**src/rtl/uart_pkg.sv**
```systemverilog
// Shared UART definitions: FSM encoding, parity modes, frame-length helper.
package uart_pkg;

  typedef enum logic [2:0] {
    ST_IDLE   = 3'd0,
    ST_START  = 3'd1,
    ST_DATA   = 3'd2,
    ST_PARITY = 3'd3,
    ST_STOP   = 3'd4,
    ST_DONE   = 3'd5
  } tx_state_e;

  localparam logic [1:0] PAR_NONE = 2'd0;
  localparam logic [1:0] PAR_EVEN = 2'd1;
  localparam logic [1:0] PAR_ODD  = 2'd2;

  // Mode 3 is reserved and behaves as no parity.
  function automatic logic parity_enabled(input logic [1:0] mode);
    return (mode == PAR_EVEN) || (mode == PAR_ODD);
  endfunction

  // Cycles of line activity for one frame; a divider of 0 counts as 1.
  function automatic int unsigned frame_cycles(input int unsigned clks_per_bit,
                                               input int unsigned data_bits,
                                               input logic [1:0]  mode,
                                               input logic        two_stop);
    int unsigned n;
    int unsigned bits;
    n    = (clks_per_bit == 32'd0) ? 32'd1 : clks_per_bit;
    bits = 32'd1 + data_bits + (parity_enabled(mode) ? 32'd1 : 32'd0)
         + (two_stop ? 32'd2 : 32'd1);
    return n * bits;
  endfunction

endpackage

```
**src/rtl/uart_bit_timer.sv**
```systemverilog
// Loadable down-counter producing a one-cycle tick at every bit boundary.
module uart_bit_timer #(
  parameter int unsigned DIV_W = 18
) (
  input  logic             internal_clock,
  input  logic             rst_n,
  input  logic             start,
  input  logic [DIV_W-1:0] div,
  output logic             tick
);

  logic [DIV_W-1:0] cnt_q;
  logic [DIV_W-1:0] reload_c;

  assign reload_c = (div == '0) ? '0 : div - DIV_W'(1);

  // Tick on the last cycle of a bit; a fresh load never ticks.
  assign tick = !start && (cnt_q == '0);

  // Count down, reloading on start or on reaching zero.
  always_ff @(posedge internal_clock or negedge rst_n) begin
    if (!rst_n) begin
      cnt_q <= '0;
    end else if (start || (cnt_q == '0)) begin
      cnt_q <= reload_c;
    end else begin
      cnt_q <= cnt_q - DIV_W'(1);
    end
  end

endmodule

```
**src/rtl/uart_tx_frame.sv**
```systemverilog
// Parametrised UART transmitter: DATA_BITS data, optional parity, 1/2 stop bits,
// valid/ready byte handshake with back-to-back framing.
module uart_tx_frame
  import uart_pkg::*;
#(
  parameter int unsigned DATA_BITS = 8,
  parameter int unsigned DIV_W     = 18
) (
  input  logic                 internal_clock,
  input  logic                 rst_n,
  input  logic [DIV_W-1:0]     CLK_PERS_BIT,
  input  logic [1:0]           parity_mode,
  input  logic                 two_stop,
  input  logic [DATA_BITS-1:0] tx_data,
  input  logic                 tx_valid,
  output logic                 tx_ready,
  output logic                 Tx_Serial,
  output logic                 Tx_Active,
  output logic                 Tx_Done
);

  localparam int unsigned     IDX_W    = (DATA_BITS > 1) ? $clog2(DATA_BITS) : 1;
  localparam logic [IDX_W-1:0] LAST_IDX = IDX_W'(DATA_BITS - 1);

  tx_state_e            state_q, state_d;
  logic                 accept_c;
  logic                 tick;
  logic [DIV_W-1:0]     n_live_c, n_q, div_c;
  logic [DATA_BITS-1:0] shift_q;
  logic [IDX_W-1:0]     bit_idx_q;
  logic                 par_en_q, par_bit_q, two_stop_q, stop_cnt_q;
  logic                 serial_d, active_d, done_d, ready_d;

  assign accept_c = tx_valid && tx_ready;
  assign n_live_c = (CLK_PERS_BIT == '0) ? DIV_W'(1) : CLK_PERS_BIT;
  // The divider being latched is used for the very first bit of the frame.
  assign div_c    = accept_c ? n_live_c : n_q;

  uart_bit_timer #(.DIV_W(DIV_W)) u_timer (
    .internal_clock (internal_clock),
    .rst_n          (rst_n),
    .start          (accept_c),
    .div            (div_c),
    .tick           (tick)
  );

  // State register.
  always_ff @(posedge internal_clock or negedge rst_n) begin
    if (!rst_n) state_q <= ST_IDLE;
    else        state_q <= state_d;
  end

  // Next-state decode.
  always_comb begin
    state_d = state_q;
    case (state_q)
      ST_IDLE:   if (accept_c) state_d = ST_START;
      ST_START:  if (tick) state_d = ST_DATA;
      ST_DATA:   if (tick && (bit_idx_q == LAST_IDX)) state_d = par_en_q ? ST_PARITY : ST_STOP;
      ST_PARITY: if (tick) state_d = ST_STOP;
      ST_STOP:   if (tick && (!two_stop_q || stop_cnt_q)) state_d = ST_DONE;
      ST_DONE:   state_d = accept_c ? ST_START : ST_IDLE;
      default:   state_d = ST_IDLE;
    endcase
  end

  // Frame datapath: latch settings on accept, shift data and count stop bits on ticks.
  always_ff @(posedge internal_clock or negedge rst_n) begin
    if (!rst_n) begin
      n_q        <= '0;
      shift_q    <= '0;
      bit_idx_q  <= '0;
      par_en_q   <= 1'b0;
      par_bit_q  <= 1'b0;
      two_stop_q <= 1'b0;
      stop_cnt_q <= 1'b0;
    end else if (accept_c) begin
      n_q        <= n_live_c;
      shift_q    <= tx_data;
      bit_idx_q  <= '0;
      par_en_q   <= parity_enabled(parity_mode);
      par_bit_q  <= (^tx_data) ^ (parity_mode == PAR_ODD);
      two_stop_q <= two_stop;
      stop_cnt_q <= 1'b0;
    end else if (tick) begin
      if (state_q == ST_DATA) begin
        shift_q <= shift_q >> 1;
        if (bit_idx_q != LAST_IDX) bit_idx_q <= bit_idx_q + IDX_W'(1);
      end
      if (state_q == ST_STOP) stop_cnt_q <= ~stop_cnt_q;
    end
  end

  // Output decode; line levels follow the state one cycle later through the output flops.
  always_comb begin
    serial_d = 1'b1;
    active_d = 1'b0;
    done_d   = 1'b0;
    case (state_q)
      ST_START:  begin serial_d = 1'b0;       active_d = 1'b1; end
      ST_DATA:   begin serial_d = shift_q[0]; active_d = 1'b1; end
      ST_PARITY: begin serial_d = par_bit_q;  active_d = 1'b1; end
      ST_STOP:   active_d = 1'b1;
      ST_DONE:   done_d = 1'b1;
      default:   ;
    endcase
    ready_d = (state_d == ST_IDLE) || (state_d == ST_DONE);
  end

  // Output registers.
  always_ff @(posedge internal_clock or negedge rst_n) begin
    if (!rst_n) begin
      Tx_Serial <= 1'b1;
      Tx_Active <= 1'b0;
      Tx_Done   <= 1'b0;
      tx_ready  <= 1'b1;
    end else begin
      Tx_Serial <= serial_d;
      Tx_Active <= active_d;
      Tx_Done   <= done_d;
      tx_ready  <= ready_d;
    end
  end

endmodule
```
**config.mk**
```make
export PLATFORM = sky130hd
export DESIGN_NAME = uart_tx_frame
export DESIGN_NICKNAME = d
export VERILOG_FILES = /design/src/rtl/uart_pkg.sv /design/src/rtl/uart_bit_timer.sv /design/src/rtl/uart_tx_frame.sv
export SDC_FILE = /design/constraint.sdc
export NUM_CORES = 1
export LEC_CHECK = 0
export BUFFER_PORTS_ARGS = -buffer_cell sky130_fd_sc_hd__buf_2
export CAP_MARGIN = 20
export CORE_MARGIN = 4
export CORE_UTILIZATION = 63
export DETAILED_ROUTE_END_ITERATION = 16
export HOLD_SLACK_MARGIN = 0.02
export PLACE_DENSITY = 0.85
export SETUP_SLACK_MARGIN = 0.4
export SYNTH_ARGS = -nofsm -noshare
export SYNTH_HDL_FRONTEND = slang
export SYNTH_SLANG_ARGS = --single-unit
```
**constraint.sdc**
```tcl
create_clock -name internal_clock -period 5.9 [get_ports internal_clock]
set_input_delay 0.59 -clock internal_clock [delete_from_list [all_inputs] [get_ports internal_clock]]
set_output_delay 0.59 -clock internal_clock [all_outputs]
set_load 0.01 [all_outputs]
```
==> impl_metrics.json, run 1 <==
{
  "path_max_fanout": 49,
  "switchingPower_mw": 0.623,
  "clk_pin_slew_ns": 0.06,
  "ys_seq_area_frac": 0.447,
  "clk_path_buf_depth": 2,
  "critPathArrivalTime_ns": 3.30,
  "drcViolationCount": 0,
  "holdBufCountCts": 0,
  "p_leak_nw": 1.64,
  "power.internal_mw": 1.01,
  "die_h_um": 79.9,
  "finalPower_mw": 1.64,
  "cts_tree": "done",
  "slew_viol_final": 0,
  "mostFrequentLayoutCell": "nand2_1",
  "fin_skew_ns": 0.00825,
  "path_class": "reg2reg",
  "fin_setup_tns_ns": 0,
  "numCtsBuffers": 9,
  "postRouteAntennaNets": 0,
  "fmax_mhz": 319,
  "grt_pass1_vias": 2710,
  "h-tree-depth": 3,
  "cts-resized-gates": 0,
  "fillers": 368,
  "period_minus_slack_ns": 3.13,
  "synth_edf_count": 0,
  "die_w_um": 79.9,
  "pin_count": 36,
  "end_kind": "register",
  "maxSlewHeadroom": 0.465,
  "vias": 2738,
  "ff_latch_area_um2": 1450,
  "die_area_um2": 6380,
  "routedWlPerCell_um": 15.7,
  "drt-total-wl_um": 7200,
  "worst_pin_slew_ns": 0.803,
  "hpwl_um": 5190,
  "rsz0062_at_grt": "false",
  "post-cts-setup-buffers": 0,
  "syn2layout_area_growth_pct": 11.1,
  "power_frac_comb": 0.381,
  "async_flop_share": 1.00,
  "critical_path_required_ns": 6.07,
  "layout_common_cells": "nand2_1 (66), dfrtp_1 (56), buf_2 (35), xnor2_1 (29), nor2_1 (26)",
  "syn_area_per_cell_um2": 9.14,
  "synthesis.instances": 356,
  "hold_viol": 0,
  "setup_viol": 0,
  "syn_nets": 393,
  "p_sw_frac": 0.381,
  "cts-root-buf": "clkbuf_8",
  "grt_max_degree": 59,
  "yosysWarnings": 0,
  "hp-class": "in2async",
  "ys_ff_latch": 58,
  "drt_first_pass_iters": 6,
  "fp.coreArea_um2": 4850,
  "grt_pass1_wl_um": 12600,
  "drv_cap": 0,
  "grt_overflow": 0,
  "fin_crit_sh": 0.531,
  "syn_area_um2": 3250,
  "drive_gt1_frac": 0.165,
  "crit_path_start_kind": "register",
  "synth_cell_types": 51,
  "p_seq_frac": 0.426,
  "p_per_area_nw_per_um2": 452,
  "numPortBuffers": 35,
  "status": "finished clean",
  "vdd_drop_max_mv": 0.335,
  "antenna_found_initial": 0,
  "fin_util": 0.746,
  "multiInputGateArea_um2": 1670,
  "clock-sinks": 58,
  "num_rows": 25,
  "clk-insertion-delay-late_ns": 0.33,
  "gp_congestion": 0.957,
  "ys.flop_type": "dfrtp_1",
  "grtUsageTotal": 0.260,
  "antenna-diode-count": 0,
  "nets": 426,
  "drtIter0Drc": 289,
  "start_util": 0.671,
  "clock_power_share": 0.193,
  "vias_per_cell": 5.95
}
## per-layer routing
metal | wire length (um) | track usage | vias to the layer above | share of wire
met5 | 0 | 0 | - | 0
met4 | 175 | 0.0828 | 0 | 0.024
met3 | 440 | 0.0734 | 17 | 0.061
met2 | 3300 | 0.394 | 111 | 0.46
met1 | 3290 | 0.361 | 1297 | 0.46
li1 | - | - | 1313 | -
## cell type report
type,count,area share
Timing Repair Buffer,37,0.0526
Clock inverter,3,0.00415
Clock buffer,12,0.0429
Tap cell,67,0.0232
Multi-Input combinational cell,270,0.461
Sequential cell,58,0.402
Inverter,13,0.0135
## logic make-up after synthesis
kind of cell,count (synthesis),synth area share
buf+inv,28,0.0404
flops,58,0.447
fa+ha+maj,6,0.0223
xor+xnor,38,0.102
mux,15,0.0465
compound gates,66,0.127
simple gates,145,0.215
## worst max-delay path, stage by stage, from the launching register on
cell     delay [ns]
dfstp_2        0.64
and2_4         0.50
a21oi_1        0.22
or4_4          0.59
or4_4          0.58
nand2_2        0.27
o22ai_1        0.15
## registers in the layout, indices dropped and copies added, names as in the netlist
name           cells
n_q               18
tx_ready           1
par_bit_q          1
state_q            3
two_stop_q         1
Tx_Serial          1
u_timer.cnt_q     18
par_en_q           1
Tx_Active          1
Tx_Done            1
bit_idx_q          3
stop_cnt_q         1
shift_q            8
## final timing paths
path,start,to,slack [ns],cells past startpoint
worst max-delay path,tx_ready$_DFF_PN1_,u_timer.cnt_q[12]$_DFF_PN0_,2.77,6
worst max register to register,tx_ready$_DFF_PN1_,u_timer.cnt_q[12]$_DFF_PN0_,2.77,6
max in group asynchronous,rst_n,u_timer.cnt_q[15]$_DFF_PN0_,5.03,2
worst min-delay path,rst_n,Tx_Done$_DFF_PN0_,0.38,2
worst min register to register,par_bit_q$_DFFE_PN0P_,par_bit_q$_DFFE_PN0P_,0.49,2
min in group internal_clock,two_stop,two_stop_q$_DFFE_PN0P_,0.45,3
## cell usage after synthesis, types with 5 or more instances
library cell,instances,area share
nor2_1,26,0.030
nand3_1,7,0.011
o21ai_0,8,0.012
or4_4,5,0.017
o21ai_1,9,0.014
mux2i_1,14,0.043
ha_1,5,0.019
nor4_1,11,0.021
a211oi_1,5,0.012
dfrtp_1,56,0.43
nand2_1,66,0.076
a21oi_1,13,0.020
nor3_1,11,0.017
xnor2_1,29,0.078
o22ai_1,15,0.029
inv_1,13,0.015
clkbuf_1,7,0.0081
xor2_1,9,0.024
## power by group through the flow
stage | clock network [mW] | registers [mW] | logic [mW]
2_1_floorplan | 0 | 0.662 | 0.492
3_3_place_gp | 0 | 0.691 | 0.599
3_5_place_dp | 0 | 0.697 | 0.618
4_1_cts | 0.322 | 0.693 | 0.623
5_1_grt | 0.345 | 0.720 | 0.706
6_report | 0.316 | 0.697 | 0.622
## per-stage QoR
stage | cell area, um2 | hold WS, ns | setup slack [ns] | std cells
final | 3610 | 0.384 | 2.77 | 460
after global placement | 3440 | 0.464 | 2.69 | 445
after CTS | 3610 | 0.420 | 2.81 | 460
after detailed placement | 3440 | 0.475 | 2.58 | 445
after global routing | 3610 | 0.455 | 2.61 | 460
after floorplan | 3250 | 0.294 | 2.07 | 356
No activity file was read; power rests on OpenSTA's default activity.
==> run 2: changes to the inputs <==
- CORE_UTILIZATION: 63 -> 53
- PLACE_DENSITY: 0.85 -> 0.76
- clock period: 5.9 -> 2.6 ns (I/O delays scaled with it)
==> run 2 against run 1 <==
Sequential power is 130% higher. Combinational power grew to 3.0 times the previous value. Sequential share of layout area is 5.0 points lower. Cell count is 11% higher. Global-route usage is 1.7 points lower. Critical path type unchanged. Non-clock buffer count is 39 higher. The run now ends with setup timing left. Power grew to 2.5 times the previous value. Worst hold slack worse by 0.27 ns.
==> impl_metrics.json, run 2 (synthesis results as in run 1) <==
{
  "largestRegisters": "n_q (18), u_timer.cnt_q (18), shift_q (8)",
  "mostFrequentLayoutCell": "nand2_1",
  "hp-class": "in2reg",
  "num_rows": 28,
  "vias": 2964,
  "fmax_mhz": 383,
  "routedWlPerCell_um": 16.7,
  "hpwl_um": 5960,
  "setup_viol": 9,
  "grt_pass1_wl_um": 14100,
  "cts-root-buf": "clkbuf_8",
  "clk-insertion-delay-late_ns": 0.34,
  "r2r-start": "tx_ready$_DFF_PN1_",
  "die_w_um": 86.3,
  "min-delay-start": "two_stop",
  "postRouteAntennaNets": 0,
  "gp_congestion": 0.910,
  "placed_area_um2": 3670,
  "grt_max_degree": 29,
  "h-tree-depth": 3,
  "startpoint": "tx_ready$_DFF_PN1_",
  "drt_first_pass_iters": 6,
  "r2r_end": "u_timer.cnt_q[9]$_DFF_PN0_",
  "route.met2.wl_um": 4040,
  "clock-sinks": 58,
  "layout_common_cells": "nand2_1 (65), dfrtp_1 (56), buf_4 (36), buf_2 (35), xnor2_1 (29)",
  "hold_viol": 0,
  "setup_slack_ns": -0.0132,
  "period_minus_slack_ns": 2.61,
  "numPortBuffers": 35,
  "fillers": 471,
  "dr_wl_met3_um": 516,
  "hold_slack_ns": 0.110,
  "clk_pin_slew_ns": 0.07,
  "p_per_area_nw_per_um2": 1010,
  "path_class": "reg2reg",
  "p_leak_nw": 1.88,
  "critical_path_required_ns": 2.80,
  "slew_viol_final": 0,
  "slowest_stage": "or4_4",
  "antenna_found_initial": 0,
  "critPathArrivalTime_ns": 2.82,
  "cts_tree": "done",
  "nets": 467,
  "whs_endpoint": "two_stop_q$_DFFE_PN0P_",
  "max_stage_delay_ns": 0.61,
  "finalPower_mw": 4.17,
  "worst_pin_slew_ns": 0.679,
  "drt-total-wl_um": 8500,
  "rsz0062_at_grt": "true",
  "r2r_cells": 8,
  "syn2layout_area_growth_pct": 26.8,
  "die_h_um": 86.3,
  "pin_count": 36,
  "drcViolationCount": 0,
  "grtUsageTotal": 0.242,
  "status": "finished, violations left",
  "fin_skew_ns": 0.0116,
  "end_kind": "register",
  "multiInputGateArea_um2": 1870,
  "violations": "setup timing",
  "finalInstanceArea_um2": 4120,
  "die_area_um2": 7460,
  "crit_path_start_kind": "register",
  "clk_path_buf_depth": 2,
  "numCtsBuffers": 9,
  "ff_latch_area_um2": 1450,
  "met1_length_um": 3780,
  "grt_overflow": 0,
  "drv_cap": 0,
  "post-place-ws_ns": -0.102,
  "vias_per_cell": 5.82,
  "reg2reg_setup_slack_ns": -0.01,
  "vdd_drop_max_mv": 0.535,
  "fin_crit_sh": 1.01,
  "drive_gt1_frac": 0.297,
  "maxSlewHeadroom": 0.543,
  "grt_pass1_vias": 2993,
  "start_util": 0.546,
  "path_max_fanout": 7,
  "fp.coreArea_um2": 5960,
  "crit_chain": "nand2_4 > mux2i_4 > ha_2 > o211ai_1 > or4_4 > or4_4 > nand2_4 > o22ai_1",
  "top_layer": "met4",
  "antenna-diode-count": 0,
  "fin_setup_tns_ns": -0.0576,
  "whs_path_depth": 3,
  "drtIter0Drc": 220
}
## run 2: how the worst max path moves through the flow
stage | endpoint | slack (ns) | depth (start not counted)
6_report | u_timer.cnt_q[9]$_DFF_PN0_ | -0.01 | 8
3_3_place_gp | u_timer.cnt_q[15]$_DFF_PN0_ | -0.04 | 8
3_5_place_dp | u_timer.cnt_q[2]$_DFF_PN0_ | -0.10 | 8
2_1_floorplan | u_timer.cnt_q[15]$_DFF_PN0_ | -0.44 | 13
4_1_cts | u_timer.cnt_q[9]$_DFF_PN0_ | -0.003 | 8
5_1_grt | u_timer.cnt_q[11]$_DFF_PN0_ | -0.07 | 8
## run 2: what timing repair did
action,4_1_cts,5_1_grt
buffers inserted,8,4
endpoints found under the setup margin,29,34
hold endpoints to repair,26,0
hold buffers,1,0
gates cloned,2,0
gates resized for setup,17,18
pin swaps,7,15
## run 2: power breakdown
part           switching, mW  leakage, nW  internal [mW]
Clock                  0.349       0.0887          0.359
Sequential             0.302        0.716           1.28
Combinational          0.985         1.07          0.887
## run 2: area by class of cell
cell class | count | area share
Clock buffer | 11 | 0.0343
Multi-Input combinational cell | 272 | 0.452
Tap cell | 75 | 0.0228
Inverter | 13 | 0.0118
Timing Repair Buffer | 76 | 0.121
Clock inverter | 4 | 0.00485
Sequential cell | 58 | 0.353
## run 2: metrics by stage
stage,cells,utilization
2_1_floorplan,356,-
3_3_place_gp,479,0.616
3_5_place_dp,479,0.616
4_1_cts,505,0.672
5_1_grt,509,0.692
6_report,509,0.692
## run 2: worst max-delay path: cells and delay by family (launching register included)
family | cells | cell delay (ns)
AOI/OAI and AO/OA | 2 | 0.17
adders and majority gates | 1 | 0.21
DFF | 1 | 0.59
and+or+nand+nor | 4 | 1.30
muxes | 1 | 0.19
## run 2: metal layers
layer / GRT usage / vias up
met5: 0 / -
met4: 0.0963 / 0
met3: 0.0466 / 13
met2: 0.383 / 108
met1: 0.328 / 1450
li1: - / 1393
==> run 3: changes to the inputs <==
- CORE_UTILIZATION: 53 -> 59
- PLACE_DENSITY: 0.76 -> 0.8
- clock period: 2.6 -> 2.63 ns (I/O delays scaled with it)
==> run 3 against run 2 <==
The flow now finishes without violations. Fmax up 0.16%. Setup slack better by 0.034 ns. Die area down 9.2%. Worst hold slack better by 0.0021 ns. Count of clock-buffer cells in the layout up 2. First-iteration DRC count up 100%. Routed wire length up 11%. Clock power up 14%. Combinational power about the same. Non-clock buffer count unchanged. Clock skew up 0.00075 ns. Global-route usage up 4.7 points. Critical path type unchanged. Highest routed layer unchanged.
==> impl_metrics.json, run 3 (synthesis results as in run 1) <==
{
  "status": "finished clean",
  "die_area_um2": 6770,
  "fmax_mhz": 383,
  "clock-sinks": 58,
  "fp.coreArea_um2": 5240,
  "critPathArrivalTime_ns": 2.82,
  "clk-insertion-delay-late_ns": 0.34,
  "p_per_area_nw_per_um2": 1030,
  "gp_congestion": 0.942,
  "slew_viol_final": 0,
  "largestRegisters": "n_q (18), u_timer.cnt_q (18), shift_q (8)",
  "path_class": "reg2reg",
  "drtIter0Drc": 442,
  "period_minus_slack_ns": 2.61,
  "grt_pass1_wl_um": 14500,
  "grt_pass1_vias": 3002,
  "setup_viol": 0,
  "hpwl_um": 5960,
  "min-delay-start": "two_stop",
  "cts_tree": "done",
  "cts-root-buf": "clkbuf_8",
  "numPortBuffers": 35,
  "postRouteAntennaNets": 0,
  "hold_viol": 0,
  "dp.cells": 471,
  "hp-class": "in2reg",
  "r2r-start": "tx_ready$_DFF_PN1_",
  "start_util": 0.621,
  "grt_max_degree": 37,
  "drcViolationCount": 0,
  "p_leak_nw": 1.89,
  "drt-total-wl_um": 9410,
  "fillers": 317,
  "mostFrequentLayoutCell": "nand2_1",
  "vias_per_cell": 6.16,
  "h-tree-depth": 3,
  "rsz0062_at_grt": "true",
  "fin_skew_ns": 0.0123,
  "antenna-diode-count": 0,
  "numCtsBuffers": 9,
  "die_w_um": 82.3,
  "drt_first_pass_iters": 5,
  "path_max_fanout": 7,
  "fin_crit_sh": 0.992,
  "nets": 467,
  "end_kind": "register",
  "maxSlewHeadroom": 0.585,
  "final_cell_count_no_fill": 505,
  "grt_overflow": 0,
  "layout_common_cells": "nand2_1 (63), dfrtp_1 (56), buf_2 (35), buf_4 (35), xnor2_1 (29)",
  "crit_path_start_kind": "register",
  "worst_pin_slew_ns": 0.620,
  "r2r_end": "u_timer.cnt_q[14]$_DFF_PN0_",
  "die_h_um": 82.3,
  "drv_cap": 0,
  "r2r_cells": 7,
  "vias": 3111,
  "whs_path_depth": 3,
  "antenna_found_initial": 0,
  "syn2layout_area_growth_pct": 27.7,
  "finalPower_mw": 4.28,
  "grtUsageTotal": 0.289,
  "num_rows": 26,
  "clk_path_buf_depth": 2,
  "pin_count": 36,
  "drive_gt1_frac": 0.292,
  "critical_path_required_ns": 2.84,
  "whs_endpoint": "two_stop_q$_DFFE_PN0P_",
  "routedWlPerCell_um": 18.6,
  "clk_pin_slew_ns": 0.06,
  "vdd_drop_max_mv": 0.573,
  "reg2reg_setup_slack_ns": 0.02
}
-- run 3: what timing repair did --
item	CTS	global route
setup endpoints to repair	29	34
pin swaps	4	8
gates resized for setup	12	24
buffers inserted	11	4
hold buffers	1	0
cloned	2	0
endpoints found under the hold margin	21	0
-- run 3: where the power goes --
| part | switching [mW] | leakage, nW | internal, mW | total [mW] |
|---|---|---|---|---|
| sequential | 0.326 | 0.716 | 1.27 | 1.60 |
| clock | 0.346 | 0.0974 | 0.461 | 0.807 |
| combinational | 1.01 | 1.08 | 0.870 | 1.88 |
| total | 1.68 | 1.89 | 2.60 | 4.28 |
-- run 3: layer usage --
layer | up-vias | share of wire | track usage
li1 | 1406 | - | -
met1 | 1485 | 0.41 | 0.372
met2 | 180 | 0.47 | 0.451
met3 | 40 | 0.079 | 0.0759
met4 | 0 | 0.040 | 0.143
met5 | - | 0 | 0
-- run 3: critical path, stage by stage, from the launching register on --
cell and delay, ns:
dfstp_2 0.58, buf_4 0.14, nor4bb_2 0.35, o221ai_2 0.18, or2_2 0.36, or4_4 0.63
nand2_4 0.15, o22ai_1 0.08
-- run 3: how the worst max path moves through the flow --
stage | slack, ns | from | to
detailed placement | -0.05 | CLK_PERS_BIT[6] | u_timer.cnt_q[10]$_DFF_PN0_
CTS | 0.08 | tx_ready$_DFF_PN1_ | u_timer.cnt_q[4]$_DFF_PN0_
global route | -0.03 | tx_ready$_DFF_PN1_ | u_timer.cnt_q[2]$_DFF_PN0_
global placement | 0.003 | tx_ready$_DFF_PN1_ | u_timer.cnt_q[6]$_DFF_PN0_
floorplan | -0.41 | tx_ready$_DFF_PN1_ | u_timer.cnt_q[15]$_DFF_PN0_
finish | 0.02 | tx_ready$_DFF_PN1_ | u_timer.cnt_q[14]$_DFF_PN0_
-- run 3: final cells by class --
type | instances | area, um2 | area share
timing repair buffer | 76 | 517 | 0.124
clock buffer | 13 | 149 | 0.0358
multi-input combinational | 272 | 1860 | 0.447
inverter | 13 | 48.8 | 0.0117
clock inverter | 3 | 40.0 | 0.00964
sequential | 58 | 1450 | 0.350
tap | 70 | 87.6 | 0.0211
-- run 3: per-stage QoR --
stage                     setup WS, ns  hold WS (ns)  utilization  setup TNS (ns)  cell area, um2
after floorplan                 -0.411       -0.0326            -           -6.30            3310
after global placement         0.00286         0.259        0.695               0            3640
after detailed placement       -0.0455         0.270        0.695          -0.337            3640
after CTS                       0.0788         0.111        0.763               0            4000
after global routing           -0.0310         0.140        0.793          -0.318            4160
final                           0.0210         0.112        0.793               0            4160
